### config.mk
export PLATFORM = sky130hd
export DESIGN_NAME = divider_unit
export DESIGN_NICKNAME = d
export VERILOG_FILES = /design/src/rtl/divider_unit_pkg.sv /design/src/rtl/arithmetic_unit.sv /design/src/rtl/divider_unit.sv
export SDC_FILE = /design/constraint.sdc
export NUM_CORES = 1
export LEC_CHECK = 0
export CAP_MARGIN = 20
export CORE_ASPECT_RATIO = 0.6
export CORE_MARGIN = 5
export CORE_UTILIZATION = 58
export CTS_CLUSTER_DIAMETER = 60
export DETAILED_ROUTE_END_ITERATION = 16
export PLACE_DENSITY = 0.84
export RECOVER_POWER = 50
export SETUP_SLACK_MARGIN = 0.1
export SLEW_MARGIN = 40
export SYNTH_ARGS = -nofsm -noshare
export SYNTH_HDL_FRONTEND = slang
export SYNTH_SLANG_ARGS = --single-unit
### constraint.sdc
create_clock -name clk -period 6.9 [get_ports clk]
set_input_delay 1.035 -clock clk [delete_from_list [all_inputs] [get_ports clk]]
set_output_delay 1.035 -clock clk [all_outputs]
set_load 0.005 [all_outputs]
### src/rtl/divider_unit_pkg.sv
// rtl/divider_unit_pkg.sv - shared constants for the restoring divider
package divider_unit_pkg;

    localparam int WIDTH = 4;

    localparam logic [1:0] ST_IDLE = 2'b00;
    localparam logic [1:0] ST_RUN  = 2'b01;
    localparam logic [1:0] ST_DONE = 2'b10;

    localparam logic [WIDTH-1:0] ZDIV_QUOTIENT = 4'hF;

endpackage

### src/rtl/arithmetic_unit.sv
// rtl/arithmetic_unit.sv - adder with selectable B operand (0, ~B, B, all ones) and carry-in
module arithmetic_unit #(
    parameter int W = 4
) (
    input  logic [W-1:0] a_i,
    input  logic [W-1:0] b_i,
    input  logic         s1_i,
    input  logic         s0_i,
    input  logic         c_in_i,
    output logic [W-1:0] f_o,
    output logic         c_out_o
);

    logic [W-1:0] y;
    logic [W:0]   sum;

    always_comb begin
        y = '0;
        case ({s1_i, s0_i})
            2'b00:   y = '0;
            2'b01:   y = ~b_i;
            2'b10:   y = b_i;
            default: y = '1;
        endcase
    end

    assign sum     = {1'b0, a_i} + {1'b0, y} + {{W{1'b0}}, c_in_i};
    assign f_o     = sum[W-1:0];
    assign c_out_o = sum[W];

endmodule

### src/rtl/divider_unit.sv
// rtl/divider_unit.sv - 4-bit unsigned restoring divider, one quotient bit per cycle MSB-first
module divider_unit
    import divider_unit_pkg::*;
(
    input  logic             clk,
    input  logic             rst_n,
    input  logic             start,
    input  logic [WIDTH-1:0] dividend,
    input  logic [WIDTH-1:0] divisor,
    output logic [WIDTH-1:0] quotient,
    output logic [WIDTH-1:0] remainder,
    output logic             busy,
    output logic             done,
    output logic             div_by_zero
);

    logic [1:0]       state_q, state_d;
    logic [1:0]       cnt_q, cnt_d;
    logic [WIDTH-1:0] dvd_q, dvd_d;
    logic [WIDTH-1:0] dvs_q, dvs_d;
    logic [WIDTH-1:0] r_q, r_d;
    logic [WIDTH-1:0] qsr_q, qsr_d;
    logic [WIDTH-1:0] quo_q, quo_d;
    logic [WIDTH-1:0] rem_q, rem_d;
    logic             dbz_q, dbz_d;

    logic [WIDTH-1:0] shifted;
    logic [WIDTH-1:0] trial;
    logic             carry;
    logic             accept;

    assign shifted = {r_q[WIDTH-2:0], dvd_q[cnt_q]};

    arithmetic_unit #(.W(WIDTH)) u_sub (
        .a_i     (shifted),
        .b_i     (dvs_q),
        .s1_i    (1'b0),
        .s0_i    (1'b1),
        .c_in_i  (1'b1),
        .f_o     (trial),
        .c_out_o (carry)
    );

    // A set R[3] means the shifted value is >= 16, so it beats any divisor even though the 4-bit adder wrapped.
    assign accept = r_q[WIDTH-1] | carry;

    always_comb begin
        state_d = state_q;
        cnt_d   = cnt_q;
        dvd_d   = dvd_q;
        dvs_d   = dvs_q;
        r_d     = r_q;
        qsr_d   = qsr_q;
        quo_d   = quo_q;
        rem_d   = rem_q;
        dbz_d   = dbz_q;
        case (state_q)
            ST_IDLE: begin
                if (start) begin
                    if (divisor != '0) begin
                        dvd_d   = dividend;
                        dvs_d   = divisor;
                        r_d     = '0;
                        qsr_d   = '0;
                        cnt_d   = 2'd3;
                        dbz_d   = 1'b0;
                        state_d = ST_RUN;
                    end else begin
                        quo_d   = ZDIV_QUOTIENT;
                        rem_d   = dividend;
                        dbz_d   = 1'b1;
                        state_d = ST_DONE;
                    end
                end
            end
            ST_RUN: begin
                r_d   = accept ? trial : shifted;
                qsr_d = {qsr_q[WIDTH-2:0], accept};
                if (cnt_q == 2'd0) begin
                    quo_d   = {qsr_q[WIDTH-2:0], accept};
                    rem_d   = accept ? trial : shifted;
                    state_d = ST_DONE;
                end else begin
                    cnt_d = cnt_q - 2'd1;
                end
            end
            ST_DONE: state_d = ST_IDLE;
            default: state_d = ST_IDLE;
        endcase
    end

    always_ff @(posedge clk or negedge rst_n) begin
        if (!rst_n) begin
            state_q <= ST_IDLE;
            cnt_q   <= '0;
            dvd_q   <= '0;
            dvs_q   <= '0;
            r_q     <= '0;
            qsr_q   <= '0;
            quo_q   <= '0;
            rem_q   <= '0;
            dbz_q   <= 1'b0;
        end else begin
            state_q <= state_d;
            cnt_q   <= cnt_d;
            dvd_q   <= dvd_d;
            dvs_q   <= dvs_d;
            r_q     <= r_d;
            qsr_q   <= qsr_d;
            quo_q   <= quo_d;
            rem_q   <= rem_d;
            dbz_q   <= dbz_d;
        end
    end

    assign quotient    = quo_q;
    assign remainder   = rem_q;
    assign div_by_zero = dbz_q;
    assign busy        = (state_q == ST_RUN) || (state_q == ST_DONE);
    assign done        = (state_q == ST_DONE);

endmodule

==> flow_metrics.tcl <==
set metrics [dict create \
    cpPeakStageDelay_ns 0.53 \
    hold_class "reg2reg" \
    ys_types 45 \
    status "finished clean" \
    worstHoldStart "div_by_zero" \
    drv_cap 0 \
    grt_max_degree 29 \
    path_max_fanout 5 \
    grt_pass1_vias 1161 \
    rsz0062_at_grt "false" \
    slew_headroom 0.00413 \
    track_usage 0.184 \
    cts_hold_buf 0 \
    startpoint "cnt_q[0]" \
    synth.net_count 163 \
    fin_nets 187 \
    yosysTopAreaCell "dfrtp_1" \
    endpoint_kind "flip-flop" \
    r2r_start "cnt_q[0]" \
    die_h_microns 50.6 \
    avgSynthCellArea_sq_um 11.2 \
    finClkSkew_ns 0.00651 \
    die_w_microns 77.7 \
    worst_path_max_delay_cell "mux4_2" \
    h-tree-depth 1 \
    powerDensity_nw_per_um2 493 \
    synth_cells 143 \
    port_buffers 21 \
    cp_cell_sequence "mux4_2 -> inv_1 -> ha_1 -> inv_1 -> fa_1 -> a2111o_1 -> a22oi_1 -> o2111ai_1 -> mux2_4" \
    routed_wl_mm 3.29 \
    met1_usage 0.253 \
    yosysTopAreaCellShare 0.439 \
    final_max_slew_viol_count 0 \
    period_minus_slack_ns 2.91 \
    timing.fmax_mhz 344 \
    async_flop_share 1.00 \
    synth_area_leaders "dfrtp_1 (44%), mux2_4 (11%), ha_1 (6.3%), nand2_1 (3.3%), inv_1 (2.8%)" \
    worstSetupPathType "reg2reg" \
    grt_use_met2 0.291 \
    cts_buffers 3 \
    drive_gt1_frac 0.163 \
    insertion_delay_ns 0.28 \
    hpwl_mm 2.46 \
    dr.pass1.iters 4 \
    yosysMostFrequentCell "dfrtp_1" \
    p_leak_nw 0.885 \
    cp.required_ns 7.07 \
    synth_common_cells "dfrtp_1 (28), nand2_1 (14), inv_1 (12), mux2_4 (12)" \
    period_share 0.421 \
    antenna_found_initial 0 \
    grt_overflow 0 \
    synth-simple-area-share 0.132 \
    tns_ns 0 \
    drcViolationCount 0 \
    ys_warn_count 0 \
    routed_via_density 6.10 \
    globalplace.congestion 0.884 \
    ys_seq_elements 28 \
    dpl.cell_count 194 \
    synth_compound_area_frac 0.172 \
    yosysSeqAreaShare 0.439 \
    core_sq_um 2570 \
    grt_busiest_layer "met2" \
    clkSinkCount 28 \
    grt_pass1_wl_mm 5.76 \
    syn_to_final_growth_pct 18.7 \
    synth_top_flop_cell "dfrtp_1" \
    cts_setup_buffers 0 \
    cts_tree "yes" \
    cp_data_arrival_time_ns 3.07 \
    cts.clk_slew.worst_paths_ns 0.10 \
    num_rows 14 \
    stdcell_count 198 \
    synth_fa_ha_area_frac 0.0752 \
    wl_per_cell_microns 16.6 \
    ant_nets 0 \
    synth-edff-count 0 \
    synthMuxAreaShare 0.133 \
    worst_slew_pin_slew_ns 1.49 \
    cts_max_path_buffers 2 \
    met3_usage 0.0500 \
    cts_resized 0 \
    crit_top_cell "inv_1" \
    vdd_drop_max_uv 266 \
    synth_top_family_by_area "compound AO/OA/AOI/OAI gates" \
    hold_violations 0 \
    cts_root_buf "clkbuf_8" \
    start_util 0.620 \
    cp-start-kind "flip-flop" \
    syn-cell-area_sq_um 1600 \
    diodes 0 \
    synth_xor_area_frac 0.00549 \
    drtIter0Drc 115 \
    vias 1207 \
    ios 22 \
    finalSetupViolCount 0 \
    dieArea_sq_um 3940 \
]
## routing by layer
metal  part of all wire  wire, microns  up-vias
met2               0.46           1520       52
met3              0.077            253        6
met5                  0              0        -
met4              0.013             44        0
met1               0.45           1470      588
li1                   -              -      561
## power breakdown
group / switching, mW / leakage, nW / internal [mW]
Combinational: 0.262 / 0.511 / 0.258
Sequential: 0.0486 / 0.339 / 0.235
Clock: 0.0519 / 0.0357 / 0.0777
Total: 0.363 / 0.885 / 0.571
## final cells by class
cell class | count | area [sq um]
Clock inverter | 1 | 30.0
Clock buffer | 3 | 41.3
Tap cell | 32 | 40.0
Timing Repair Buffer | 22 | 214
Sequential cell | 28 | 701
Multi-Input combinational cell | 100 | 823
Inverter | 12 | 45.0
Fill cell | 183 | 681
## state kept, by name, summed over array words and instances (netlist names)
register	flops
cnt_q	2
div_by_zero	1
dvd_q	4
dvs_q	4
qsr_q	3
quotient	4
r_q	4
remainder	4
state_q	2
## layout by cell type, fill, tap and decap left out, types with 2 or more instances in the layout
cell	synthesis	layout
and2b_2	2	2
dfrtp_1	28	28
o31ai_1	2	2
nand3_1	3	3
dlygate4sd3_1	0	5
nand2b_1	3	3
ha_1	8	8
a211oi_1	2	2
o21ai_1	2	2
a31oi_1	2	2
clkbuf_8	0	3
inv_1	12	12
a21oi_1	6	6
o21ai_0	8	8
nor3_1	2	2
a21o_1	2	2
a2111o_1	2	2
clkdlybuf4s50_1	0	16
nor2_1	6	6
nand2_1	14	14
mux2_4	12	12
## cell families after synthesis
family                   Yosys count
buffers and inverters             15
AO/OA/AOI/OAI                     37
flip-flops                        28
adder cells (fa/ha/maj)            9
multiplexers                      14
AND/OR/NAND/NOR                   39
XOR/XNOR                           1
## worst paths after layout
check | slack [ns] | to | depth (start not counted)
setup reg to reg | 3.99 | remainder[3] | 9
min in group asynchronous | 1.64 | dvd_q[0] | 2
setup / recovery | 3.99 | remainder[3] | 9
hold / removal | 0.48 | div_by_zero | 1
hold reg to reg | 0.48 | div_by_zero | 1
max in group asynchronous | 4.39 | dvs_q[1] | 2
## per-stage QoR
step	setup WS, ns	util	cell area [sq um]	total power, mW	hold slack [ns]
2_1_floorplan	4.26	-	1600	0.650	0.447
3_3_place_gp	4.03	0.711	1830	0.774	0.463
3_5_place_dp	3.96	0.711	1830	0.802	0.472
4_1_cts	4.03	0.739	1900	0.936	0.494
5_1_grt	3.85	0.736	1890	1.01	0.527
6_report	3.99	0.736	1890	0.934	0.483
## critical path, delay by kind of cell (launching register included)
family                   cells  cell delay (ns)
multiplexers                 2             0.81
AO/OA/AOI/OAI                3             0.79
buffers and inverters        2             0.15
adder cells (fa/ha/maj)      2             0.64
flip-flops                   1             0.41
Note: power is estimated with default switching activity, not from simulation.
